### src/rtl/scan_mux.sv
// -----------------------------------------------------------------------------
// scan_mux
//   Parametrised N-channel, W-bit registered channel selector with an
//   auto-scan mode. In manual mode the channel follows 'sel'. In scan mode the
//   active channel advances by one every DIV clocks, wrapping from N-1 to 0.
//   A one-hot LED bus shows the active channel. Its top bit shows that the
//   block is scanning or holding.
//
// Parameters
//   W     data width per channel
//   N     channel count (power of 2, 2..16)
//   SW    select width, derived from N
//   DIV   clock cycles per scan step (>= 2)
//   LEDW  LED bus width (>= N+1)
//
// Ports
//   clk      in   system clock, rising edge
//   rst      in   synchronous reset, active-low
//   in       in   packed channels, channel k = in[k*W +: W]
//   sel      in   manual channel select
//   mode     in   0 = manual, 1 = auto-scan
//   hold     in   freeze stepping while in scan mode
//   y        out  registered data of the active channel
//   cur_sel  out  registered active channel index
//   tick     out  one-cycle pulse on each scan step
//   led      out  registered one-hot channel indicator, MSB = scanning
// -----------------------------------------------------------------------------
module scan_mux #(
    parameter int W    = 1,
    parameter int N    = 4,
    parameter int SW   = $clog2(N),
    parameter int DIV  = 5000000,
    parameter int LEDW = 16
) (
    input  logic              clk,
    input  logic              rst,
    input  logic [N*W-1:0]    in,
    input  logic [SW-1:0]     sel,
    input  logic              mode,
    input  logic              hold,
    output logic [W-1:0]      y,
    output logic [SW-1:0]     cur_sel,
    output logic              tick,
    output logic [LEDW-1:0]   led
);

    localparam int CW = $clog2(DIV);
    localparam logic [CW-1:0] COUNT_LAST = CW'(DIV - 1);
    localparam logic [SW-1:0] SEL_LAST   = SW'(N - 1);

    localparam logic [1:0] MANUAL = 2'd0;
    localparam logic [1:0] SCAN   = 2'd1;
    localparam logic [1:0] HOLD   = 2'd2;

    logic [1:0]      state_reg,   state_next;
    logic [CW-1:0]   count_reg,   count_next;
    logic [SW-1:0]   cur_sel_reg, cur_sel_next;
    logic            tick_reg,    tick_next;
    logic [W-1:0]    y_reg,       y_next;
    logic [LEDW-1:0] led_reg,     led_next;
    logic            scan_active;

    logic [W-1:0]    chan [N];

    // Transitions depend only on the mode and hold inputs.
    always_comb begin
        state_next = MANUAL;
        if (mode) begin
            state_next = hold ? HOLD : SCAN;
        end
    end

    assign scan_active = (state_next == SCAN) || (state_next == HOLD);

    // Apply the action of the state that this edge enters.
    always_comb begin
        count_next   = count_reg;
        cur_sel_next = cur_sel_reg;
        tick_next    = 1'b0;
        case (state_next)
            SCAN: begin
                if (state_reg == MANUAL) begin
                    // On the entry edge the count is loaded with 0, so the
                    // first step comes a full DIV cycles after entry.
                    count_next = '0;
                end else if (count_reg == COUNT_LAST) begin
                    count_next   = '0;
                    tick_next    = 1'b1;
                    cur_sel_next = (cur_sel_reg == SEL_LAST) ? '0
                                                             : cur_sel_reg + SW'(1);
                end else begin
                    count_next = count_reg + CW'(1);
                end
            end
            HOLD: begin
                // Count and channel stay frozen. When this state is entered
                // from MANUAL, the count is already 0.
            end
            default: begin
                cur_sel_next = sel;
                count_next   = '0;
            end
        endcase
    end

    // Split the packed input bus into channels. The data mux uses the next
    // index, so y always agrees with cur_sel in the same cycle.
    generate
        for (genvar gi = 0; gi < N; gi++) begin : g_chan
            assign chan[gi] = in[gi*W +: W];
        end
    endgenerate

    assign y_next = chan[cur_sel_next];

    // LED bus: one-hot channel in the low N bits, scan flag in the MSB.
    generate
        for (genvar gi = 0; gi < LEDW; gi++) begin : g_led
            if (gi < N) begin : g_onehot
                assign led_next[gi] = (cur_sel_next == SW'(gi));
            end else if (gi == LEDW - 1) begin : g_flag
                assign led_next[gi] = scan_active;
            end else begin : g_zero
                assign led_next[gi] = 1'b0;
            end
        end
    endgenerate

    always_ff @(posedge clk) begin
        if (!rst) begin
            state_reg   <= MANUAL;
            count_reg   <= '0;
            cur_sel_reg <= '0;
            tick_reg    <= 1'b0;
            y_reg       <= '0;
            led_reg     <= LEDW'(1);
        end else begin
            state_reg   <= state_next;
            count_reg   <= count_next;
            cur_sel_reg <= cur_sel_next;
            tick_reg    <= tick_next;
            y_reg       <= y_next;
            led_reg     <= led_next;
        end
    end

    assign y       = y_reg;
    assign cur_sel = cur_sel_reg;
    assign tick    = tick_reg;
    assign led     = led_reg;

endmodule

### config.mk
export PLATFORM = sky130hd
export DESIGN_NAME = scan_mux
export DESIGN_NICKNAME = d
export VERILOG_FILES = /design/src/rtl/scan_mux.sv
export SDC_FILE = /design/constraint.sdc
export NUM_CORES = 1
export LEC_CHECK = 0
export CAP_MARGIN = 25
export CORE_MARGIN = 3
export CORE_UTILIZATION = 40
export CTS_CLUSTER_SIZE = 20
export DETAILED_ROUTE_END_ITERATION = 12
export PLACE_DENSITY = 0.63
export SLEW_MARGIN = 20
export SYNTH_ARGS = -nofsm -noshare
export SYNTH_HDL_FRONTEND = slang
export SYNTH_SLANG_ARGS = --single-unit
export TNS_END_PERCENT = 20
### constraint.sdc
create_clock -name clk -period 6 [get_ports clk]
set_clock_uncertainty 0.1 [all_clocks]
set_input_delay 1.8 -clock clk [delete_from_list [all_inputs] [get_ports clk]]
set_output_delay 1.8 -clock clk [all_outputs]
set_load 0.005 [all_outputs]
==> metrics.csv, run 1 <==
metric,value,unit
holdCritPathClass,flop to flop,
yosysWarnings,0,
netlist_instances,196,
cts_setup_buffers,0,
cts-resized-gates,0,
dp_hpwl,2440,um
drive_above_1_share,11.5,%
io_pins,30,
dieHeight,71.7,um
drv_slew,0,
die_area,5140,um2
via_count,1359,
antenna_found_initial,0,
num_rows,23,
worst_setup_path_end_kind,flop,
p_total,439,uW
rsz0062_at_grt,false,
seq_area_frac_synth,39.4,%
port_buffers,18,
fp.coreArea,4090,um2
first_pass_iters,4,
grt-ovfl-total,0,
setup_viol,0,
num_antenna_cells,0,
fin_ws,2.24,ns
cp.arrival,3.79,ns
grt_max_degree,20,
wl_per_cell,12.3,um
via_per_inst,5.07,
drt.antenna.violating_nets,0,
p_leak,0.000750,uW
status,finished clean,
rr_worst_depth,7,
avgSynthCellArea,8.80,um2
reg2reg_to,led[1],
gr-usage-all-layers,14.7,%
crit_path_start,mode,
synth_area,1730,um2
yosysUniqueCellTypes,42,
reg2reg_from,count_reg[0],
synth_area_leaders,"dfxtp_1, xor2_1, nor2_1, buf_4, nand2_1",
nets,229,
fin_setup_tns,0,ns
synth_top_area_cell,dfxtp_1,
cts_tree,done,
worst_ir_drop_vdd,0.128,mV
cp.required,6.03,ns
clock-root-buffer,clkbuf_8,
cts_buffer_depth,2,
synth_flop_cell,dfxtp_1,
crit_fanout,10,
r2r_setup_slack,3.72,ns
drt_wl_total,3290,um
largest_reg_flops,23,
cap_violations,0,
clk_pin_slew,0.07,ns
syn2layout_area_growth,15.2,%
synthArstFlopShare,0,%
power.density,221,nW/um2
dieWidth,71.7,um
ctsHoldBuffers,0,
place_ws,1.99,ns
post-route-period-util,62.6,%
startpoint_type,input port,
drc_errors,0,
timing.fmax,266,MHz
hold_ws,0.403,ns
slew_headroom,47.7,%
critical_path_class,input port to flop,
max_slew.worst_pin.slew,0.784,ns
cts_sinks,34,
synth_edf_count,0,
synth-seq-cells,34,
finalCriticalPeriod,3.76,ns
crit_end,count_reg[17],
crit_chain,clkdlybuf4s50_1 -> nand2_1 -> nor3b_1 -> nand2_1 -> nor2_1 -> xnor2_1 -> nor2_1,
initial_utilization,42.2,%
first_global_vias,1234,
hold_viol_final,0,
drt_iter0_markers,70,
cts_made_buffers,5,
globalplace.congestion,0.752,
clkLatencyLatePin,0.28,ns
critPathSlowestCell,nor3b_1,
slowest_delay,0.66,ns
yosysTopAreaCellShare,39.4,%
htreeDepth,2,
grt_pass1_wl,6020,um
-- worst max-delay path, delay by kind of cell --
kind / cells / cell delay [ns]
XOR/XNOR: 1 / 0.14
buffers and inverters: 1 / 0.59
AND/OR/NAND/NOR: 5 / 1.25
-- placed cells by master, fill, tap and decap left out, drive strengths merged, types with 2 or more instances in the layout --
master | synthesis | layout
clkdlybuf4s50 | 0 | 18
a22o | 2 | 2
nor3b | 5 | 5
xnor2 | 4 | 4
and2 | 2 | 2
clkbuf | 0 | 7
and4bb | 2 | 2
or3 | 3 | 3
and4 | 3 | 3
a21boi | 3 | 3
a21oi | 6 | 6
o21ai | 4 | 4
inv | 5 | 5
or2 | 3 | 3
and3 | 6 | 6
mux2 | 2 | 2
ha | 2 | 2
nand3 | 10 | 10
xor2 | 16 | 16
nand2 | 18 | 18
nor2 | 31 | 31
nand4 | 7 | 7
dfxtp | 34 | 34
conb | 1 | 11
nor4b | 3 | 3
nor3 | 2 | 2
-- how the worst min path moves through the flow --
stage                               to  cells after the start    startpoint
after global placement    count_reg[0]                      2  count_reg[0]
after detailed placement  count_reg[0]                      2  count_reg[0]
after CTS                 count_reg[0]                      2  count_reg[0]
final                     count_reg[0]                      2  count_reg[0]
after global routing      count_reg[1]                      1  count_reg[1]
after floorplan           count_reg[0]                      2  count_reg[0]
-- cells in the mapped netlist (4+ instances only) --
cell type,n
dfxtp_1,34
nor2_1,31
nand2_1,17
xor2_1,16
buf_4,11
nand3_1,10
nand4_1,7
a21oi_1,5
inv_1,5
nor3b_1,5
and3_1,4
xnor2_1,4
-- cell families after synthesis --
logic type               after synthesis  synth area share (%)
AND/OR/NAND/NOR                       98                  31.8
flip-flops                            34                  39.4
XOR/XNOR                              20                  10.2
AO/OA/AOI/OAI                         19                  7.54
buffers and inverters                 19                  7.47
multiplexers                           3                  1.89
adder cells (fa/ha/maj)                2                  1.45
other                                  1                 0.217
-- area by class of cell --
class	instances	area, um2
clock buffer	7	86.3
fill	394	2100
timing repair buffer	18	180
sequential	34	681
tap	50	62.6
inverter	5	18.8
multi-input combinational	153	953
clock inverter	1	5.00
-- where the power goes --
part	total, uW	switching [uW]	leakage (uW)	internal, uW
clock network	170	77.8	0.0000482	92.5
logic	37.0	18.1	0.000426	18.9
registers	232	2.06	0.000276	230
total	439	97.9	0.000750	341
-- per-stage QoR --
stage | instance area (um2) | util [%] | cells
floorplan | 1760 | - | 206
global placement | 1900 | 46.4 | 260
CTS | 1990 | 48.6 | 268
finish | 1990 | 48.6 | 268
detailed placement | 1900 | 46.4 | 260
global route | 1990 | 48.6 | 268
-- routing by layer --
layer | global-route usage [%] | part of all wire (%)
met2 | 20.4 | 41
met4 | 5.64 | 1.3
met1 | 21.4 | 52
met5 | 0 | 0
met3 | 4.21 | 5.3
Power figures use the tool's default switching activity.
==> run 2, diff against run 1 <==
==> constraint.sdc (replaced) <==
create_clock -name clk -period 3.71 [get_ports clk]
set_clock_uncertainty 0.1 [all_clocks]
set_input_delay 1.113 -clock clk [delete_from_list [all_inputs] [get_ports clk]]
set_output_delay 1.113 -clock clk [all_outputs]
set_load 0.005 [all_outputs]
==> metrics.csv, run 2 (synthesis gave the netlist of run 1 again) <==
metric,value,unit,change
via_per_inst,4.98,,-1.8%
drt.antenna.violating_nets,0,,unchanged
fin_area,1990,um2,+0.38%
slowest_delay,0.56,ns,-0.10 ns
drt_iter0_markers,78,,+11%
drv_slew,0,,unchanged
first_global_vias,1192,,-3.4%
ctsHoldBuffers,0,,unchanged
critPathSlowestCell,clkdlybuf4s50_1,,
worst_setup_path_end_kind,flop,,
clk_pin_slew,0.07,ns,about the same
grt-ovfl-total,0,,unchanged
num_rows,23,,unchanged
status,finished clean,,
finalCriticalPeriod,2.94,ns,
post-route-period-util,79.1,%,
final_cell_mix,"dfxtp_1, nor2_1, clkdlybuf4s50_1",,
antenna_found_initial,0,,unchanged
grt_pass1_wl,5640,um,-6.3%
setup_viol,0,,unchanged
cts_sinks,34,,unchanged
gr-usage-all-layers,14.3,%,-0.43 points
port_buffers,18,,unchanged
power.share.sequential,52.4,%,-0.4 points
crit_fanout,10,,unchanged
final_common_cell,dfxtp_1,,
dieWidth,71.7,um,unchanged
crit_buf_inv,1,,unchanged
worst_ir_drop_vdd,0.182,mV,+43%
htreeDepth,2,,unchanged
dpl-instance-area,1900,um2,+0.40%
num_antenna_cells,0,,unchanged
sw_frac_of_total,22.9,%,+0.63 points
power.share.clock,39.3,%,+0.5 points
die_area,5140,um2,unchanged
startpoint_type,input port,,
via_count,1339,,-1.5%
hold_path_depth,1,,-1
slew_headroom,45.5,%,-2.2 points
rsz0062_at_grt,false,,
crit_chain,clkdlybuf4s50_1 -> or2_2 -> o41a_1 -> a21oi_2 -> and2_4 -> nor3b_1,,
utilization,48.8,%,+0.18 points
clkLatencyLatePin,0.29,ns,about the same
holdCritPathClass,flop to flop,,
largest_reg_flops,23,,unchanged
power.density,359,nW/um2,+62%
clock-root-buffer,clkbuf_8,,
timing.fmax,341,MHz,
crit_path_start,hold,,
dieHeight,71.7,um,unchanged
hold_viol_final,0,,unchanged
p_leak,0.000756,uW,+0.73%
io_pins,30,,unchanged
drc_errors,0,,unchanged
cts_made_buffers,5,,unchanged
nets,230,,+0.44%
cp.required,3.82,ns,-2.21 ns
cts-resized-gates,0,,unchanged
drt_wl_total,3360,um,+2.1%
critical_path_class,input port to flop,,
fin_setup_tns,0,ns,unchanged
drive_above_1_share,11.9,%,+0.40 points
reg2reg_to,count_reg[6],,
max_slew.worst_pin.slew,0.817,ns,+0.0328 ns
first_pass_iters,4,,unchanged
rr_worst_depth,7,,unchanged
syn2layout_area_growth,15.6,%,
cts_tree,done,,
fillers,411,,+4.3%
combPwrFrac,8.3,%,about the same
p_sw,164,uW,+68%
p_int,552,uW,+62%
cp.depth,6,,-1
wl_per_cell,12.5,um,+1.7%
crit_family,simple AND/OR/NAND/NOR gates,,
hold_end,count_reg[1],,
cts_setup_buffers,0,,unchanged
reg2reg_from,count_reg[0],,
r2r_setup_slack,1.39,ns,-2.33 ns
dp_hpwl,2430,um,-0.47%
initial_utilization,42.2,%,unchanged
cap_violations,0,,unchanged
cts_buffer_depth,2,,unchanged
globalplace.congestion,0.767,,+2.1%
grt_max_degree,20,,unchanged
cp.arrival,3.05,ns,-0.74 ns
fp.coreArea,4090,um2,unchanged
min-delay-start,count_reg[1],,
==> run 2: metrics by stage <==
| stage | hold WS, ns | setup slack [ns] | std cells | total power [uW] |
|---|---|---|---|---|
| floorplan | 0.358 | 1.10 | 206 | 425 |
| global placement | 0.386 | 0.467 | 261 | 443 |
| detailed placement | 0.393 | 0.449 | 261 | 443 |
| CTS | 0.408 | 0.761 | 269 | 720 |
| global route | 0.424 | 0.612 | 269 | 742 |
| finish | 0.408 | 0.774 | 269 | 716 |
==> run 2: worst max-delay path by stage <==
stage | to | slack, ns
after detailed placement | led[2] | 0.45
after CTS | led[2] | 0.76
after global placement | y | 0.47
after floorplan | led[2] | 1.10
after global routing | y | 0.61
final | led[2] | 0.77
==> run 2: cell type report <==
type | instances | area [um2] | area share [%]
Multi-Input combinational cell | 153 | 953 | 47.8
Sequential cell | 34 | 681 | 34.1
Timing Repair Buffer | 19 | 188 | 9.41
Clock buffer | 7 | 86.3 | 4.33
Tap cell | 50 | 62.6 | 3.14
Inverter | 5 | 18.8 | 0.941
Clock inverter | 1 | 5.00 | 0.251
==> run 2: power by group through the flow <==
stage | clock [uW] | combinational [uW] | sequential, uW
final | 282 | 59.5 | 375
after CTS | 285 | 60.1 | 375
after global routing | 300 | 66.6 | 376
after floorplan | 0 | 41.7 | 383
after global placement | 0 | 59.6 | 383
after detailed placement | 0 | 59.5 | 383
==> run 2: metal layers <==
layer / up-vias / global-route usage (%) / share of wire [%]
met5: - / 0 / 0
met1: 608 / 20.0 / 52
li1: 698 / - / -
met3: 8 / 5.61 / 5.7
met2: 25 / 18.3 / 40
met4: 0 / 8.14 / 2.3
==> run 3, diff against run 2 <==
--- a/config.mk
+++ b/config.mk
@@ -10,7 +10,7 @@
 export CORE_UTILIZATION = 40
 export CTS_CLUSTER_SIZE = 20
 export DETAILED_ROUTE_END_ITERATION = 12
-export PLACE_DENSITY = 0.63
+export PLACE_DENSITY = 0.66
 export SLEW_MARGIN = 20
 export SYNTH_ARGS = -nofsm -noshare
 export SYNTH_HDL_FRONTEND = slang
==> constraint.sdc (replaced) <==
create_clock -name clk -period 2.48 [get_ports clk]
set_clock_uncertainty 0.1 [all_clocks]
set_input_delay 0.744 -clock clk [delete_from_list [all_inputs] [get_ports clk]]
set_output_delay 0.744 -clock clk [all_outputs]
set_load 0.005 [all_outputs]
==> metrics.csv, run 3 (synthesis gave the netlist of run 1 again) <==
metric,value,unit,change
cts_made_buffers,5,,unchanged
final_cell_mix,"dfxtp_1, nor2_1, buf_4",,
fp.coreArea,4090,um2,unchanged
clock-root-buffer,clkbuf_8,,
clk_pin_slew,0.07,ns,about the same
status,finished clean,,
num_rows,23,,unchanged
cp.required,2.59,ns,-1.23 ns
antenna_found_initial,0,,unchanged
reg2reg_from,count_reg[0],,
initial_utilization,42.2,%,unchanged
fillers,407,,-0.97%
grt_max_degree,20,,unchanged
cts_tree,done,,
crit_fanout,6,,-4
drt_wl_total,3550,um,+5.5%
power.density,549,nW/um2,+53%
critical_path_class,input port to flop,,
critPathSlowestCell,clkdlybuf4s50_1,,
p_leak,0.000857,uW,+13%
drc_errors,0,,unchanged
crit_family,simple AND/OR/NAND/NOR gates,,
max_slew.worst_pin.slew,0.519,ns,-0.298 ns
drt_iter0_markers,63,,-19%
first_pass_iters,4,,unchanged
gr-usage-all-layers,15.0,%,+0.76 points
rsz0062_at_grt,false,,
final_common_cell,dfxtp_1,,
grt_pass1_wl,6110,um,+8.3%
cts_buffer_depth,2,,unchanged
startpoint_type,input port,,
min-delay-start,count_reg[1],,
via_count,1428,,+6.6%
dp_hpwl,2650,um,+8.8%
dieHeight,71.7,um,unchanged
die_area,5140,um2,unchanged
hold_viol_final,0,,unchanged
dieWidth,71.7,um,unchanged
slowest_delay,0.45,ns,-0.11 ns
largest_reg_flops,23,,unchanged
holdCritPathClass,flop to flop,,
drive_above_1_share,18.3,%,+6.4 points
port_buffers,18,,unchanged
setup_viol,0,,unchanged
drt.antenna.violating_nets,0,,unchanged
cts_sinks,34,,unchanged
first_global_vias,1375,,+15%
cap_violations,0,,unchanged
worst_setup_path_end_kind,flop,,
cp.arrival,2.49,ns,-0.56 ns
syn2layout_area_growth,24.8,%,
post-route-period-util,96.0,%,
hold_ws,0.406,ns,-0.00183 ns
place_ws,-0.218,ns,-0.667 ns
via_per_inst,5.01,,+0.66%
grt-ovfl-total,0,,unchanged
num_antenna_cells,0,,unchanged
htreeDepth,2,,unchanged
crit_path_start,hold,,
globalplace.congestion,0.795,,+3.6%
fin_ws,0.100,ns,-0.673 ns
nets,247,,+7.4%
wl_per_cell,12.4,um,-0.45%
worst_ir_drop_vdd,0.323,mV,+77%
crit_chain,clkdlybuf4s50_1 -> or2_2 -> o41a_1 -> a21oi_2 -> and2_4 -> nor3b_1,,
drv_slew,0,,unchanged
timing.fmax,420,MHz,
clkLatencyLatePin,0.29,ns,about the same
crit_buf_inv,1,,unchanged
finalCriticalPeriod,2.38,ns,
io_pins,30,,unchanged
slew_headroom,65.2,%,+20 points
[run 3: cell types whose count changed in the layout (fill, tap and decap cells not counted)]
cell,delta
clkinv_2,-1
bufinv_16,+1
o21ai_4,+1
buf_4,+17
o21ai_2,-1
clkdlybuf4s50_1,-1
clkbuf_1,-1
dlymetal6s2s_1,+1
[run 3: area by class of cell]
| class | count | area (um2) | share of cell area, % |
|---|---|---|---|
| timing repair buffer | 36 | 318 | 14.8 |
| tap | 50 | 62.6 | 2.91 |
| sequential | 34 | 681 | 31.6 |
| multi-input combinational | 153 | 961 | 44.6 |
| inverter | 5 | 18.8 | 0.872 |
| clock buffer | 6 | 82.6 | 3.83 |
| clock inverter | 1 | 30.0 | 1.39 |
[run 3: per-stage QoR]
step	instances	setup TNS, ns	total power, uW	util [%]	area (um2)
floorplan	206	0	635	-	1760
global placement	278	-1.12	677	49.7	2030
detailed placement	278	-1.39	678	49.7	2030
CTS	285	0	1200	52.4	2140
global route	285	0	1230	52.7	2150
finish	285	0	1180	52.7	2150
[run 3: what timing repair did]
action                                  4_1_cts  5_1_grt
setup buffers                                 0        0
endpoints found under the hold margin         0        0
endpoints found under the setup margin        0       20
hold buffers                                  0        0
resized for setup                             0        2
[run 3: path summary, 6_finish.rpt]
| path | to | slack (ns) | depth (start not counted) |
|---|---|---|---|
| max | led[2] | 0.10 | 6 |
| min | count_reg[1] | 0.41 | 1 |
| min reg2reg | count_reg[1] | 0.41 | 1 |
| max reg2reg | led[1] | 0.16 | 7 |
[run 3: per-layer routing]
metal,vias up,GRT usage (%),wire (um)
met2,31,22.8,1600
li1,730,-,-
met1,657,18.7,1670
met4,0,7.31,93
met5,-,0,0
met3,10,5.75,184
[run 3: power by group]
part | internal [uW] | switching [uW]
Clock | 321 | 193
Sequential | 556 | 4.66
Combinational | 59.0 | 47.9
Total | 936 | 245
